==> src/rtl/rf_wb_arbiter_pkg.sv <==
// Shared widths, the writeback entry layout and the write-slot source encoding
// for the register-file writeback arbiter.
package rf_wb_arbiter_pkg;

    localparam int unsigned REG_AW = 5;
    localparam int unsigned DATA_W = 32;
    localparam int unsigned WB_W   = REG_AW + DATA_W;

    typedef logic [REG_AW-1:0] reg_addr_t;
    typedef logic [DATA_W-1:0] reg_data_t;

    typedef struct packed {
        reg_addr_t addr;
        reg_data_t data;
    } wb_entry_t;

    typedef enum logic [1:0] {
        SRC_IDLE,
        SRC_ALU,
        SRC_FIFO,
        SRC_HOLD
    } wb_src_e;

    function automatic logic [31:0] reg_onehot(input reg_addr_t a);
        logic [31:0] v;
        v    = '0;
        v[a] = 1'b1;
        return v;
    endfunction

endpackage

==> src/rtl/rf_wb_arbiter_wb_fifo.sv <==
// Late-result buffer: synchronous FIFO with AW+1 bit pointers so full/empty
// are told apart by the pointer MSB. Storage is deliberately left unreset.
module wb_fifo
    import rf_wb_arbiter_pkg::*;
#(
    parameter int unsigned DEPTH = 4,
    parameter int unsigned AW    = 2,
    parameter int unsigned W     = WB_W
) (
    input  logic         clock,
    input  logic         rst_n,
    input  logic         push,
    input  logic         pop,
    input  logic [W-1:0] wdata,
    output logic [W-1:0] rdata,
    output logic         full,
    output logic         empty
);

    localparam logic [AW:0] PTR_ONE = {{AW{1'b0}}, 1'b1};

    logic [AW:0]  r_wptr;
    logic [AW:0]  r_rptr;
    logic [W-1:0] r_mem [DEPTH];
    logic         w_do_push;
    logic         w_do_pop;

    assign full      = (r_wptr[AW] != r_rptr[AW]) && (r_wptr[AW-1:0] == r_rptr[AW-1:0]);
    assign empty     = (r_wptr == r_rptr);
    assign w_do_push = push && !full;
    assign w_do_pop  = pop && !empty;
    assign rdata     = r_mem[r_rptr[AW-1:0]];

    always_ff @(posedge clock or negedge rst_n) begin
        if (!rst_n) begin
            r_wptr <= '0;
            r_rptr <= '0;
        end else begin
            if (w_do_push) r_wptr <= r_wptr + PTR_ONE;
            if (w_do_pop)  r_rptr <= r_rptr + PTR_ONE;
        end
    end

    always_ff @(posedge clock) begin
        if (w_do_push) r_mem[r_wptr[AW-1:0]] <= wdata;
    end

endmodule

==> src/rtl/rf_wb_arbiter.sv <==
// Writeback arbiter: ALU results take the write port first, buffered late
// results fill idle slots; a pending scoreboard flags RAW hazards to decode.
module rf_wb_arbiter
    import rf_wb_arbiter_pkg::*;
#(
    parameter int unsigned DEPTH = 4,
    parameter int unsigned AW    = 2
) (
    input  logic        clock,
    input  logic        rst_n,
    input  logic        pause,
    input  logic        alu_wren,
    input  logic [4:0]  alu_wraddr,
    input  logic [31:0] alu_data,
    input  logic        iss_valid,
    input  logic [4:0]  iss_wraddr,
    input  logic        lat_valid,
    input  logic [4:0]  lat_wraddr,
    input  logic [31:0] lat_data,
    output logic        lat_ready,
    input  logic [4:0]  rdaddr_a,
    input  logic [4:0]  rdaddr_b,
    output logic        hazard_a,
    output logic        hazard_b,
    output logic        wren,
    output logic [4:0]  wraddress,
    output logic [31:0] data,
    output logic        err
);

    wb_entry_t   w_head;
    wb_entry_t   w_push_entry;
    logic        w_full;
    logic        w_empty;
    logic        w_push;
    logic        w_pop;
    logic        w_alu_go;
    logic        w_iss_go;
    logic        w_err_evt;
    wb_src_e     w_src;
    logic [31:0] w_busy_set;
    logic [31:0] w_busy_clr;
    logic [31:0] w_busy_nxt;

    logic [31:0] r_busy;
    logic        r_wren;
    reg_addr_t   r_wraddress;
    reg_data_t   r_data;
    logic        r_err;

    assign w_alu_go     = alu_wren && (alu_wraddr != '0);
    assign w_iss_go     = iss_valid && (iss_wraddr != '0);
    assign lat_ready    = !w_full;
    // R0 results are dropped at the door so they never occupy an entry.
    assign w_push       = lat_valid && !w_full && (lat_wraddr != '0);
    assign w_push_entry = '{addr: lat_wraddr, data: lat_data};

    wb_fifo #(
        .DEPTH (DEPTH),
        .AW    (AW),
        .W     (WB_W)
    ) u_fifo (
        .clock (clock),
        .rst_n (rst_n),
        .push  (w_push),
        .pop   (w_pop),
        .wdata (w_push_entry),
        .rdata (w_head),
        .full  (w_full),
        .empty (w_empty)
    );

    always_comb begin
        w_src = SRC_IDLE;
        if (pause)          w_src = SRC_HOLD;
        else if (w_alu_go)  w_src = SRC_ALU;
        else if (!w_empty)  w_src = SRC_FIFO;
    end

    assign w_pop = (w_src == SRC_FIFO);

    // Set is applied after clear so a same-cycle reissue keeps the register busy.
    always_comb begin
        w_busy_set = '0;
        w_busy_clr = '0;
        if (w_iss_go) w_busy_set = reg_onehot(iss_wraddr);
        if (w_pop)    w_busy_clr = reg_onehot(w_head.addr);
        w_busy_nxt = ((r_busy & ~w_busy_clr) | w_busy_set) & ~32'd1;
    end

    assign w_err_evt = (w_iss_go && r_busy[iss_wraddr])
                    || ((w_src == SRC_ALU) && r_busy[alu_wraddr])
                    || (w_push && !r_busy[lat_wraddr]);

    always_ff @(posedge clock or negedge rst_n) begin
        if (!rst_n) begin
            r_wren      <= 1'b0;
            r_wraddress <= '0;
            r_data      <= '0;
            r_busy      <= '0;
            r_err       <= 1'b0;
        end else begin
            r_busy <= w_busy_nxt;
            if (w_err_evt) r_err <= 1'b1;
            case (w_src)
                SRC_ALU: begin
                    r_wren      <= 1'b1;
                    r_wraddress <= alu_wraddr;
                    r_data      <= alu_data;
                end
                SRC_FIFO: begin
                    r_wren      <= 1'b1;
                    r_wraddress <= w_head.addr;
                    r_data      <= w_head.data;
                end
                SRC_IDLE: r_wren <= 1'b0;
                SRC_HOLD: ;
            endcase
        end
    end

    assign wren      = r_wren;
    assign wraddress = r_wraddress;
    assign data      = r_data;
    assign err       = r_err;
    assign hazard_a  = r_busy[rdaddr_a];
    assign hazard_b  = r_busy[rdaddr_b];

endmodule

==> config.mk <==
export PLATFORM = sky130hd
export DESIGN_NAME = rf_wb_arbiter
export DESIGN_NICKNAME = d
export VERILOG_FILES = /design/src/rtl/rf_wb_arbiter_pkg.sv /design/src/rtl/rf_wb_arbiter_wb_fifo.sv /design/src/rtl/rf_wb_arbiter.sv
export SDC_FILE = /design/constraint.sdc
export NUM_CORES = 1
export LEC_CHECK = 0
export BUFFER_PORTS_ARGS = -buffer_cell sky130_fd_sc_hd__buf_4
export CAP_MARGIN = 25
export CORE_ASPECT_RATIO = 1.5
export CORE_MARGIN = 5
export CORE_UTILIZATION = 46
export DETAILED_ROUTE_END_ITERATION = 10
export HOLD_SLACK_MARGIN = 0.08
export PLACE_DENSITY = 0.65
export SETUP_SLACK_MARGIN = 0.5
export SLEW_MARGIN = 40
export SYNTH_ARGS = -nofsm -noshare
export SYNTH_HDL_FRONTEND = slang
export SYNTH_HIERARCHICAL = 1
export SYNTH_SLANG_ARGS = --single-unit
==> constraint.sdc <==
create_clock -name clock -period 3.85 [get_ports clock]
set_input_delay 0 -clock clock [delete_from_list [all_inputs] [get_ports clock]]
set_output_delay 0 -clock clock [all_outputs]
set_load 0.05 [all_outputs]
* After elaboration in Yosys (flattened, before gate mapping)
Memories as Yosys holds them, arrays and structs flattened.
Index checks and enable logic that the tools add are counted.
** Storage, ports and cells
- Memories kept :: 1
- Flip-flop bits (word level) :: 76
- Logic and storage cells :: 74
- Output and inout bits :: 42
- Input bits :: 95
- Memory bits (writable) :: 148
** Cells by class
- Reductions and logical operators :: 24
- Order comparisons :: 8
- Multiplexer cells :: 24
- Bitwise gates (word level) :: 3
- $add $sub $neg :: 2
- Equality and inequality tests :: 5
** Memory list
- u_fifo.r_mem :: words 4, width 37, read ports 1, clocked after Yosys merged registers in 0, write ports 1, line rf_wb_arbiter_wb_fifo.sv:24 : logic [W-1:0] r_mem [DEPTH];
** Operator list (count)
- 32-bit 2-to-1 mux :: 2
- 32-bit case mux with 2 select lines :: 1
- 5-bit by 6-bit less-than comparator with 1-bit output (second input constant) :: 6
- 32-bit bitwise AND :: 1
- 32-bit inverter :: 1
- 32-bit OR :: 1
- 1-bit binary-select mux with 5-bit select :: 5
- 5-bit nonzero test :: 3
- 1-bit logical AND :: 12
- 1-bit demux with 5-bit select :: 2
- 5-bit by 1-bit >= comparator with 1-bit output (second input constant) :: 2
- 5-bit case mux with 2 select lines :: 1
- 1-bit 2-to-1 mux :: 9
- 3-bit by 1-bit adder with 3-bit output (second input constant) :: 2
- 2-bit 2-to-1 mux :: 3
- 2-bit nonzero test :: 2
- 3-bit == test :: 1
- 1-bit logical NOT :: 3
- 2-bit by 1-bit == test with 1-bit output (second input constant) :: 1
- 2-bit == test :: 1
- 2-bit == test (second input constant) :: 1
- 2-bit logical NOT :: 1
- 1-bit logical OR :: 2
- 1-bit case mux with 2 select lines :: 1
- 2 further kinds :: 2

* Logic depth before layout (Yosys ltp)
- Depth in word-level cells :: 9
- Mapped depth :: 12
- Gate-level depth less buffers :: 8

* By module
The synthesis kept the hierarchy.
** Modules (own cells, without submodules)
- wb_fifo :: seq. area each 4594.4 sq um, area each 5838.1 sq um, times used 1, cells each 243
- rf_wb_arbiter :: seq. area each 1751.7 sq um, area each 4455.5 sq um, times used 1, cells each 419

* Worst setup path before layout
Ideal clock, no wire load.
- Path type :: register to register
- Start :: reg u_fifo.r_rptr[1]
- End :: mem u_fifo/r_mem[3][0] (netlist bit) (enable)
- Cell stages (with the launch flop) :: 9
- Period minus slack after synthesis :: 3.042 ns
- Required time :: 3.437 ns
- Arrival time :: 2.629 ns
- Setup slack :: 0.808 ns
- Cells stage by stage :: dfrtp_1 -> buf_2 -> xnor2_1 -> nand3_1 -> inv_1 -> nand2b_1 -> a21oi_1 -> nand2_1 -> a31oi_2
** Between the ends
- Cells in the longest elaborated chain, start to end :: 8
** Ends and longest elaborated chain
- start, declared :: line rf_wb_arbiter_wb_fifo.sv:23 : logic [AW:0] r_rptr;
- start signal, assigned :: line rf_wb_arbiter_wb_fifo.sv:40 : if (w_do_pop) r_rptr <= r_rptr + PTR_ONE;
- 2-bit == test :: line rf_wb_arbiter_wb_fifo.sv:28 : assign full = (r_wptr[AW] != r_rptr[AW]) && (r_wptr[AW-1:0] == r_rptr[AW-1:0]);
- 1-bit logical AND :: line rf_wb_arbiter_wb_fifo.sv:28
- via w_full :: line rf_wb_arbiter.sv:33 : logic w_full;
- 1-bit logical NOT :: line rf_wb_arbiter.sv:55 : assign w_push = lat_valid && !w_full && (lat_wraddr != '0);
- 1-bit logical AND (2 in series) :: line rf_wb_arbiter.sv:55
- via w_push :: line rf_wb_arbiter.sv:35 : logic w_push;
- 1-bit logical AND :: line rf_wb_arbiter_wb_fifo.sv:30 : assign w_do_push = push && !full;
- 1-bit 2-to-1 mux :: line rf_wb_arbiter_wb_fifo.sv:45 : if (w_do_push) r_mem[r_wptr[AW-1:0]] <= wdata;
- 1-bit 2-to-1 mux (not written as such) :: line rf_wb_arbiter_wb_fifo.sv:45
- end, declared :: line rf_wb_arbiter_wb_fifo.sv:24
The timed path passes the listed nets, and every way through them passes these cells.

* Worst setup path in the final report
- Start :: reg u_fifo.r_rptr[1]
- End :: reg r_err (netlist: err)
** Between the ends
- Elaborated cells between the ends (all ways) :: 14
- Classes of those cells :: eq/ne: 3; mux: 3; reduce/logical: 8
** RTL lines
- 2-bit == test :: line rf_wb_arbiter_wb_fifo.sv:28
- 1-bit logical AND :: line rf_wb_arbiter_wb_fifo.sv:28
- via w_full :: line rf_wb_arbiter.sv:33
- 1-bit logical NOT :: line rf_wb_arbiter.sv:55
- 1-bit logical AND (2 in series) :: line rf_wb_arbiter.sv:55
- 1-bit logical AND :: line rf_wb_arbiter.sv:93 : || (w_push && !r_busy[lat_wraddr]);
- 1-bit logical OR :: line rf_wb_arbiter.sv:93
- end signal, assigned :: line rf_wb_arbiter.sv:101 : r_err <= 1'b0;
- end signal, assigned :: line rf_wb_arbiter.sv:104 : if (w_err_evt) r_err <= 1'b1;
- end, declared :: line rf_wb_arbiter.sv:49 : logic r_err;
The timed path passes the listed nets, and every way through them passes these cells.
A chain may end at the register's enable or synchronous reset.

==> out/results.ini <==
[setup_path]
critPathKind=reg2reg
rrSetupSlack_ns=0.70
critPathLaunchType=register
timing.rr.start=u_fifo/r_rptr[1]
crit_required_ns=4.28
crit_path_end_kind=register
worstSetupStartpoint=u_fifo/r_rptr[1]
crit_fanout=15
arrival_ns=3.58

[clocking]
clkSlewWorstSetupHoldPaths_ns=0.07
tritoncts=done
clk_latency_ns=0.49
numCtsBuffers=21
clock-sinks=224
h-tree-depth=1
postCtsSetupRepairBufs=0
cts_buffer_depth=3
cts_root_buffer=clkbuf_16

[power]
powerDensity_mw_per_mm2=755
p_clk_share_pct=22.0
power.internal_mw=6.30
switching_share_pct=36.8
leakagePower_nw=4.87
p_comb_share_pct=38.8
p_total_mw=9.97
ir_drop_mv=0.531
pwr-share-seq_pct=39.2
switchingPower_mw=3.67

[placement]
place_ws_ns=0.839
routabilityCongestion=0.882
io_buffer_count=136
place_area_mm2=0.0116
dp.cells=1045
dpl.hpwl_um=17400

[grt]
grt_pass1_vias=7487
grt_max_degree=77
grt_util_all_layers_pct=20.0
grt_pass1_wl_um=41100
antenna_found_initial=0
overflow=0

[worst_hold_path]
hold_class=in2async

[sta]
maxSlewViolCount=0
setup_ws_ns=0.698
rsz0062_at_grt=no
fin_worst_skew_ns=0.00867
finalSetupViolations=0
final_hold_viol_count=0
fin_worst_hold_slack_ns=0.115
finalSetupTns_ns=0
timing.fmax_mhz=317
min_period_over_period_pct=81.9
tightest_slew_ns=0.768
fin_crit_ns=3.15
slew_headroom_pct=48.8

[synthesis]
ys_seq_elements=224
yosysTopAreaCellShare_pct=43.2
syn_inst=662
synth_top_area_cell=edfxtp_1
syn_area_per_cell_um2=15.5
yosysMostFrequentCell=edfxtp_1
yosys-top-cells-count=148 x edfxtp_1, 76 x dfrtp_1, 70 x mux4_2
netlist_area_mm2=0.0103
synthArstFlopShare_pct=33.9
synth_flop_cell=edfxtp_1
synth_area_leaders=edfxtp_1 43%, dfrtp_1 18%, mux4_2 15%
ys_types=46
seq_area_frac_synth_pct=61.7
ys_warn_count=6
synth-edff-count=148
syn_nets=766

[die]
fp-row-count=67
die_area_mm2=0.0255
die-height_um=193
coreArea_mm2=0.0222
die_w_um=132
pin_count=137
start_util_pct=46.3

[routing]
drc=0
wire_per_inst_um=22.0
firstDrtPassIters=5
wl_um=25700
vias=6842
ant_nets=0
via_per_inst=5.86
drtIter0Drc=559

[finish]
final_area_mm2=0.0132
regArea_mm2=0.00635
n_fill_cell=1636
areaGrowthSynthToFinish_pct=28.2
drive_gt1_share_pct=31.3
multi_input_area_mm2=0.00374
final_nets=981
stdcell_count=1168
final_util_pct=59.4
diodes=0

[status]
status=complete, no violations

[run]
cap_violations=0

## final timing paths
| kind | endpoint | cells after the start |
|---|---|---|
| worst max-delay path | err | 10 |
| worst min-delay path | r_busy[1] | 2 |
| worst max register to register | err | 10 |
| worst min register to register | data[30] | 2 |
| max in group asynchronous | u_fifo/r_rptr[1] | 2 |
| min in group clock | u_fifo/r_wptr[0] | 5 |
## power groups by stage
stage	Sequential (mW)	Clock [mW]	Combinational (mW)
6_report	3.91	2.19	3.87
5_1_grt	3.98	2.37	4.14
4_1_cts	3.89	2.24	3.89
3_5_place_dp	3.93	0	3.80
3_3_place_gp	3.88	0	3.75
2_1_floorplan	4.42	0	2.10
## placed cells by master, fill, tap and decap left out, drive strengths merged, types with 6 or more instances in the layout
cell and n:
mux2i 55, o21ai 67, nand2 13, nand2b 6
mux4 72, clkinv 8, inv 10, nand3b 12
dfrtp 76, dlygate4sd3 85, a21oi 43, edfxtp 148
ha 9, buf 148, nand3 8, a31oi 6
nor2 42, clkbuf 23
## repair_timing
action                                 in CTS  in global routing
hold buffers                               85                  0
endpoints found under the hold margin     294                  0
resized for setup                           0                  3
setup endpoints to repair                   0                  1
## area by class of cell
cell class / instances / share of cell area [%]
clock inverter: 16 / 1.61
timing repair buffer: 234 / 15.1
inverter: 9 / 0.256
clock buffer: 22 / 4.01
tap: 276 / 2.62
multi-input combinational: 387 / 28.3
sequential: 224 / 48.1
## state kept, by name (all words and copies together) (netlist names)
signal	flops
wren	1
u_fifo/r_wptr	3
data	32
u_fifo/r_rptr	3
u_fifo/r_mem	148
err	1
wraddress	5
r_busy	31
## per-layer routing
layer	share of wire [%]	wire [um]	up-vias	track usage (%)
li1	-	-	3035	-
met4	2.7	689	0	6.79
met3	5.3	1360	58	2.99
met1	37	9560	3483	23.7
met5	0	0	-	0
met2	55	14100	266	36.8
## critical path, cell delays in order, from the launching register on
cell,delay (ns)
dfrtp_4,0.59
xnor2_2,0.22
nand3_1,0.16
inv_1,0.06
nand2b_1,0.19
a311oi_2,0.35
o221a_2,0.24
a31oi_1,0.04
dlygate4sd3_1,0.57
o2111ai_1,0.09
dlygate4sd3_1,0.58
## kinds of logic after synthesis
group,Yosys count,synth area share (%)
flops,224,61.7
compound gates,135,7.26
mux,132,21.7
simple gates,102,4.97
buf+inv,51,2.32
xor+xnor,9,0.985
fa+ha+maj,9,1.09
Note: power is estimated with default switching activity, not from simulation.
